<file path="config.mk">
export PLATFORM = sky130hd
export DESIGN_NAME = regfile_wb_arbiter
export DESIGN_NICKNAME = d
export VERILOG_FILES = /design/src/rtl/regfile_wb_arbiter.sv
export SDC_FILE = /design/constraint.sdc
export NUM_CORES = 1
export LEC_CHECK = 0
export BUFFER_PORTS_ARGS = -buffer_cell sky130_fd_sc_hd__buf_2
export CELL_PAD_IN_SITES_DETAIL_PLACEMENT = 1
export CELL_PAD_IN_SITES_GLOBAL_PLACEMENT = 1
export CORE_ASPECT_RATIO = 0.5
export CORE_MARGIN = 1
export CORE_UTILIZATION = 40
export CTS_CLUSTER_SIZE = 16
export DETAILED_ROUTE_END_ITERATION = 8
export GPL_TIMING_DRIVEN = 0
export PLACE_DENSITY = 0.88
export SYNTH_ARGS = -nofsm -noshare
export SYNTH_HDL_FRONTEND = slang
export SYNTH_SLANG_ARGS = --single-unit
</file>
<file path="constraint.sdc">
create_clock -name clk -period 4.35 [get_ports clk]
set_input_delay 0.435 -clock clk [delete_from_list [all_inputs] [get_ports clk]]
set_output_delay 0.435 -clock clk [all_outputs]
set_load 0.02 [all_outputs]
</file>
<file path="src/rtl/regfile_wb_arbiter.sv">
// Register-file write-port arbiter: WB has priority, MDU results queue in a small FIFO,
// a starvation counter forces a one-cycle drain, and a pending scoreboard flags MDU hazards.
module regfile_wb_arbiter #(
    parameter int DEPTH        = 2,
    parameter int STARVE_LIMIT = 4
) (
    input  logic        clk,
    input  logic        rst,
    input  logic        wb_valid,
    input  logic [4:0]  wb_wn,
    input  logic [31:0] wb_wdata,
    output logic        wb_hold,
    input  logic        mdu_valid,
    output logic        mdu_ready,
    input  logic [4:0]  mdu_wn,
    input  logic [31:0] mdu_wdata,
    input  logic        issue_valid,
    input  logic [4:0]  issue_wn,
    output logic        issue_stall,
    input  logic [4:0]  rs,
    input  logic [4:0]  rt,
    output logic        rs_busy,
    output logic        rt_busy,
    output logic        rf_we,
    output logic [4:0]  rf_wn,
    output logic [31:0] rf_wdata
);

    localparam int AW = $clog2(DEPTH);
    localparam int SW = $clog2(STARVE_LIMIT + 1);
    localparam logic [AW:0]   PTR_ONE    = 1;
    localparam logic [SW-1:0] STARVE_ONE = 1;
    localparam logic [SW-1:0] STARVE_MAX = SW'(STARVE_LIMIT);

    typedef enum logic {
        ARB,
        FORCE
    } state_t;

    state_t        state_q, state_d;
    logic [AW:0]   wr_ptr_q, wr_ptr_d;
    logic [AW:0]   rd_ptr_q, rd_ptr_d;
    logic [4:0]    fifo_wn_q   [DEPTH];
    logic [4:0]    fifo_wn_d   [DEPTH];
    logic [31:0]   fifo_data_q [DEPTH];
    logic [31:0]   fifo_data_d [DEPTH];
    logic [31:0]   pending_q, pending_d;
    logic [SW-1:0] starve_q, starve_d;
    logic [SW-1:0] starve_inc;
    logic          rf_we_q, rf_we_d;
    logic [4:0]    rf_wn_q, rf_wn_d;
    logic [31:0]   rf_wdata_q, rf_wdata_d;

    logic        fifo_empty;
    logic        fifo_full;
    logic [4:0]  head_wn;
    logic [31:0] head_data;
    logic        wb_req;
    logic        push;
    logic        pop;
    logic        issue_set;

    // Extra pointer MSB distinguishes full from empty when the index bits match.
    assign fifo_empty = (wr_ptr_q == rd_ptr_q);
    assign fifo_full  = (wr_ptr_q[AW] != rd_ptr_q[AW]) &&
                        (wr_ptr_q[AW-1:0] == rd_ptr_q[AW-1:0]);
    assign head_wn    = fifo_wn_q[rd_ptr_q[AW-1:0]];
    assign head_data  = fifo_data_q[rd_ptr_q[AW-1:0]];

    assign mdu_ready   = rst && !fifo_full;
    assign push        = mdu_valid && mdu_ready && (mdu_wn != 5'd0);
    assign wb_req      = wb_valid && (wb_wn != 5'd0);
    assign wb_hold     = (state_q == FORCE);
    assign issue_stall = issue_valid && (issue_wn != 5'd0) && pending_q[issue_wn];
    assign issue_set   = issue_valid && (issue_wn != 5'd0) && !pending_q[issue_wn];
    assign rs_busy     = (rs != 5'd0) && pending_q[rs];
    assign rt_busy     = (rt != 5'd0) && pending_q[rt];
    assign starve_inc  = starve_q + STARVE_ONE;

    assign rf_we    = rf_we_q;
    assign rf_wn    = rf_wn_q;
    assign rf_wdata = rf_wdata_q;

    always_comb begin
        state_d     = state_q;
        wr_ptr_d    = wr_ptr_q;
        rd_ptr_d    = rd_ptr_q;
        fifo_wn_d   = fifo_wn_q;
        fifo_data_d = fifo_data_q;
        pending_d   = pending_q;
        starve_d    = starve_q;
        rf_we_d     = 1'b0;
        rf_wn_d     = rf_wn_q;
        rf_wdata_d  = rf_wdata_q;
        pop         = 1'b0;

        case (state_q)
            ARB: begin
                if (wb_req) begin
                    rf_we_d    = 1'b1;
                    rf_wn_d    = wb_wn;
                    rf_wdata_d = wb_wdata;
                    if (fifo_empty) begin
                        starve_d = '0;
                    end else if (starve_inc == STARVE_MAX) begin
                        state_d  = FORCE;
                        starve_d = '0;
                    end else begin
                        starve_d = starve_inc;
                    end
                end else begin
                    pop      = !fifo_empty;
                    starve_d = '0;
                end
            end
            FORCE: begin
                pop      = !fifo_empty;
                starve_d = '0;
                state_d  = ARB;
            end
            default: state_d = ARB;
        endcase

        if (pop) begin
            rf_we_d            = 1'b1;
            rf_wn_d            = head_wn;
            rf_wdata_d         = head_data;
            rd_ptr_d           = rd_ptr_q + PTR_ONE;
            pending_d[head_wn] = 1'b0;
        end

        if (push) begin
            fifo_wn_d[wr_ptr_q[AW-1:0]]   = mdu_wn;
            fifo_data_d[wr_ptr_q[AW-1:0]] = mdu_wdata;
            wr_ptr_d                      = wr_ptr_q + PTR_ONE;
        end

        // Issue is stalled while the bit is set, so set never collides with a clear.
        if (issue_set) begin
            pending_d[issue_wn] = 1'b1;
        end
        pending_d[0] = 1'b0;
    end

    always_ff @(posedge clk) begin
        if (!rst) begin
            state_q    <= ARB;
            wr_ptr_q   <= '0;
            rd_ptr_q   <= '0;
            pending_q  <= '0;
            starve_q   <= '0;
            rf_we_q    <= 1'b0;
            rf_wn_q    <= '0;
            rf_wdata_q <= '0;
        end else begin
            state_q    <= state_d;
            wr_ptr_q   <= wr_ptr_d;
            rd_ptr_q   <= rd_ptr_d;
            pending_q  <= pending_d;
            starve_q   <= starve_d;
            rf_we_q    <= rf_we_d;
            rf_wn_q    <= rf_wn_d;
            rf_wdata_q <= rf_wdata_d;
        end
    end

    always_ff @(posedge clk) begin
        fifo_wn_q   <= fifo_wn_d;
        fifo_data_q <= fifo_data_d;
    end

endmodule
</file>
==> impl_metrics.ini <==
[run_status]
status = finished clean

[floorplan]
num_rows = 33
start_util = 0.420
pin_count = 137
die_w_um = 190
dieHeight_um = 96.1
core_um2 = 16800
die_area_um2 = 18300

[global_route]
grt_first_pass_wirelength_um = 34500
grt_busiest_layer = met2
grt_pass1_vias = 6356
grt_max_degree = 17
gr-total-overflow = 0
use_met3 = 0.0452
grtUsageTotal = 0.251
met1_usage = 0.307
antenna_found_initial = 2
grtUsageMet2 = 0.450

[worst_setup_path]
critPathSlowestCell = nor3_2
critPathRequiredTime_ns = 4.48
crit_fanout = 12
cp.arrival_ns = 2.93
rr_worst_depth = 6
r2r_slack_ns = 1.55
worstPathCellList = xor2_1 -> buf_2 -> o21ai_1 -> nor3_2 -> buf_6 -> buf_8
r2r_end = fifo_data_q[51]
start_kind = flop
endpoint_kind = flop
r2r_start = wr_ptr_q[0]
critical_path_class = reg2reg
cpPeakStageDelay_ns = 0.67

[clock_tree]
tritoncts = built
cts-root-buf = clkbuf_16
worstSkewPairLatency_ns = 0.43
clkTransAtPathRegs_ns = 0.06
cts_buffers = 17
clock-sinks = 151
cts_buffer_depth = 2
h-tree-depth = 4
holdBufCountCts = 0
post_cts_buffers = 0
ctsResizeCount = 0

[sta]
period_share = 0.644
worstMarginPinSlew_ns = 1.07
hold_viol_final = 0
min_period_ns = 2.80
grt_setup_unrepaired = no
setup_ws_ns = 1.55
maxClockFrequency_mhz = 357
setup_viol = 0
fin_skew_ns = 0.00898
slew_headroom = 0.283
setup-tns-final_ns = 0
slew_violations = 0

[pwr]
peakVddDrop_uv = 220
powerDensity_nw_per_um2 = 437
p_leak_nw = 3.20
power_mw = 3.83

[routing]
first_pass_iters = 4
drtIter0Drc = 363
wl_per_cell_um = 22.1
routed_wl_um = 22300
drc = 0
vias_per_cell = 5.99
antenna_left = 0
route.vias.total = 6025

[placed_design]
dp_hpwl_um = 16000
place.gp.congestion = 0.827
placed_area_um2 = 8110
port_buffers = 133
placed_cells = 973
post-place-ws_ns = 1.67

[yosys]
synth_cells = 607
synth.cell_area_um2 = 7080
synth_nets = 703
ys_seq_area_frac = 0.532
netlist-cell-type-count = 56
synthArstFlopShare = 0
synth_area_leaders = edfxtp_1 (31%), dfxtp_1 (22%), mux4_2 (7.6%)
synthTopCellsByCount = dfxtp_1 (77), edfxtp_1 (74), nand2_1 (54), a21oi_1 (49), mux2i_1 (39)
syn_area_per_cell_um2 = 11.7
yosysMostFrequentCell = dfxtp_1
yosysTopAreaCell = edfxtp_1
synth_warnings = 0
yosys.area.top_type_share = 0.314
ys_ff_latch = 151
synth_edf_count = 74
ys.flop_type = dfxtp_1

[finish]
layout.nets = 861
drive_gt1_frac = 0.297
fin_area_um2 = 8750
final_cell_count_no_fill = 1006
areaGrowthSynthToFinish_pct = 23.6

[min_path]
min_path_type = in2reg
hold_end = fifo_data_q[52]
worst_hold_path.num_cells = 1
worstHoldStart = mdu_wdata[20]

[flow_run]
maxCapViolations = 0
==> kinds of logic (layout without fill, tap and decap cells) <==
family / after synthesis / after routing / synth area share
AOI/OAI and AO/OA: 190 / 190 / 0.186
DFF: 151 / 151 / 0.532
and+or+nand+nor: 129 / 129 / 0.0952
muxes: 69 / 69 / 0.141
buffers and inverters: 61 / 232 / 0.0366
xor gates and xnor gates: 5 / 5 / 0.00619
adders and majority gates: 2 / 2 / 0.00353
other: 0 / 1 / 0
==> registers in the layout, indices dropped and copies added (netlist names) <==
register	count
fifo_data_q	64
pending_q	31
wr_ptr_q	2
fifo_wn_q	10
rd_ptr_q	2
wb_hold	1
rf_wn	5
starve_q	3
rf_wdata	32
rf_we	1
==> worst max path at each step <==
stage          depth (start not counted)         from  slack, ns         endpoint
6_report                               6  wr_ptr_q[0]       1.55  fifo_data_q[51]
5_1_grt                                6  wr_ptr_q[0]       1.44  fifo_data_q[37]
4_1_cts                                7  rd_ptr_q[0]       1.59  fifo_data_q[40]
3_5_place_dp                           7  rd_ptr_q[0]       1.67  fifo_data_q[49]
3_3_place_gp                           5  rd_ptr_q[0]      -1.58  fifo_data_q[49]
2_1_floorplan                          5  rd_ptr_q[0]       0.22  fifo_data_q[32]
==> per-stage QoR <==
stage	util	hold slack [ns]
after floorplan	-	0.421
after global placement	0.477	0.429
after detailed placement	0.482	0.472
final	0.520	0.198
after CTS	0.519	0.186
after global routing	0.519	0.185
==> layer usage <==
| layer | wire length [um] | vias to the layer above |
|---|---|---|
| met1 | 9600 | 3065 |
| met5 | 13 | - |
| met3 | 1040 | 41 |
| met4 | 415 | 2 |
| met2 | 11200 | 193 |
| li1 | - | 2724 |
==> report_power, final <==
group | internal, mW | leakage (nW) | switching (mW)
sequential | 1.57 | 1.31 | 0.0365
clock | 1.02 | 0.305 | 0.593
combinational | 0.211 | 1.59 | 0.402
==> critical path: cells and delay by family (launching register included) <==
family | cells | cell delay (ns)
buffers and inverters | 3 | 0.76
and+or+nand+nor | 1 | 0.67
DFF | 1 | 0.47
xor gates and xnor gates | 1 | 0.36
AOI/OAI and AO/OA | 1 | 0.24
==> layout make-up <==
type | instances | area [um2]
clock inverter | 13 | 205
buffer | 52 | 225
multi-input combinational | 395 | 3070
sequential | 151 | 3760
clock buffer | 19 | 433
timing repair buffer | 139 | 737
antenna | 1 | 2.50
tap | 227 | 284
fill | 1846 | 8090
inverter | 9 | 33.8
==> layout by cell type, fill, tap and decap left out, types with 5 or more instances in the layout <==
cell type and n:
inv_1 9, o41ai_1 8, buf_2 151, dfxtp_1 77, nor2_1 6, nor2b_1 5
nand3_1 8, o211ai_1 35, mux2i_1 39, a41oi_1 5, mux2_2 6, clkbuf_16 17
edfxtp_1 74, clkbuf_1 32, nand2_1 54, mux4_2 24, a21oi_1 49, a32o_1 22
bufinv_16 5, nor3_1 7, nand4_1 21, o21ai_0 35
Note: power is estimated with default switching activity, not from simulation.
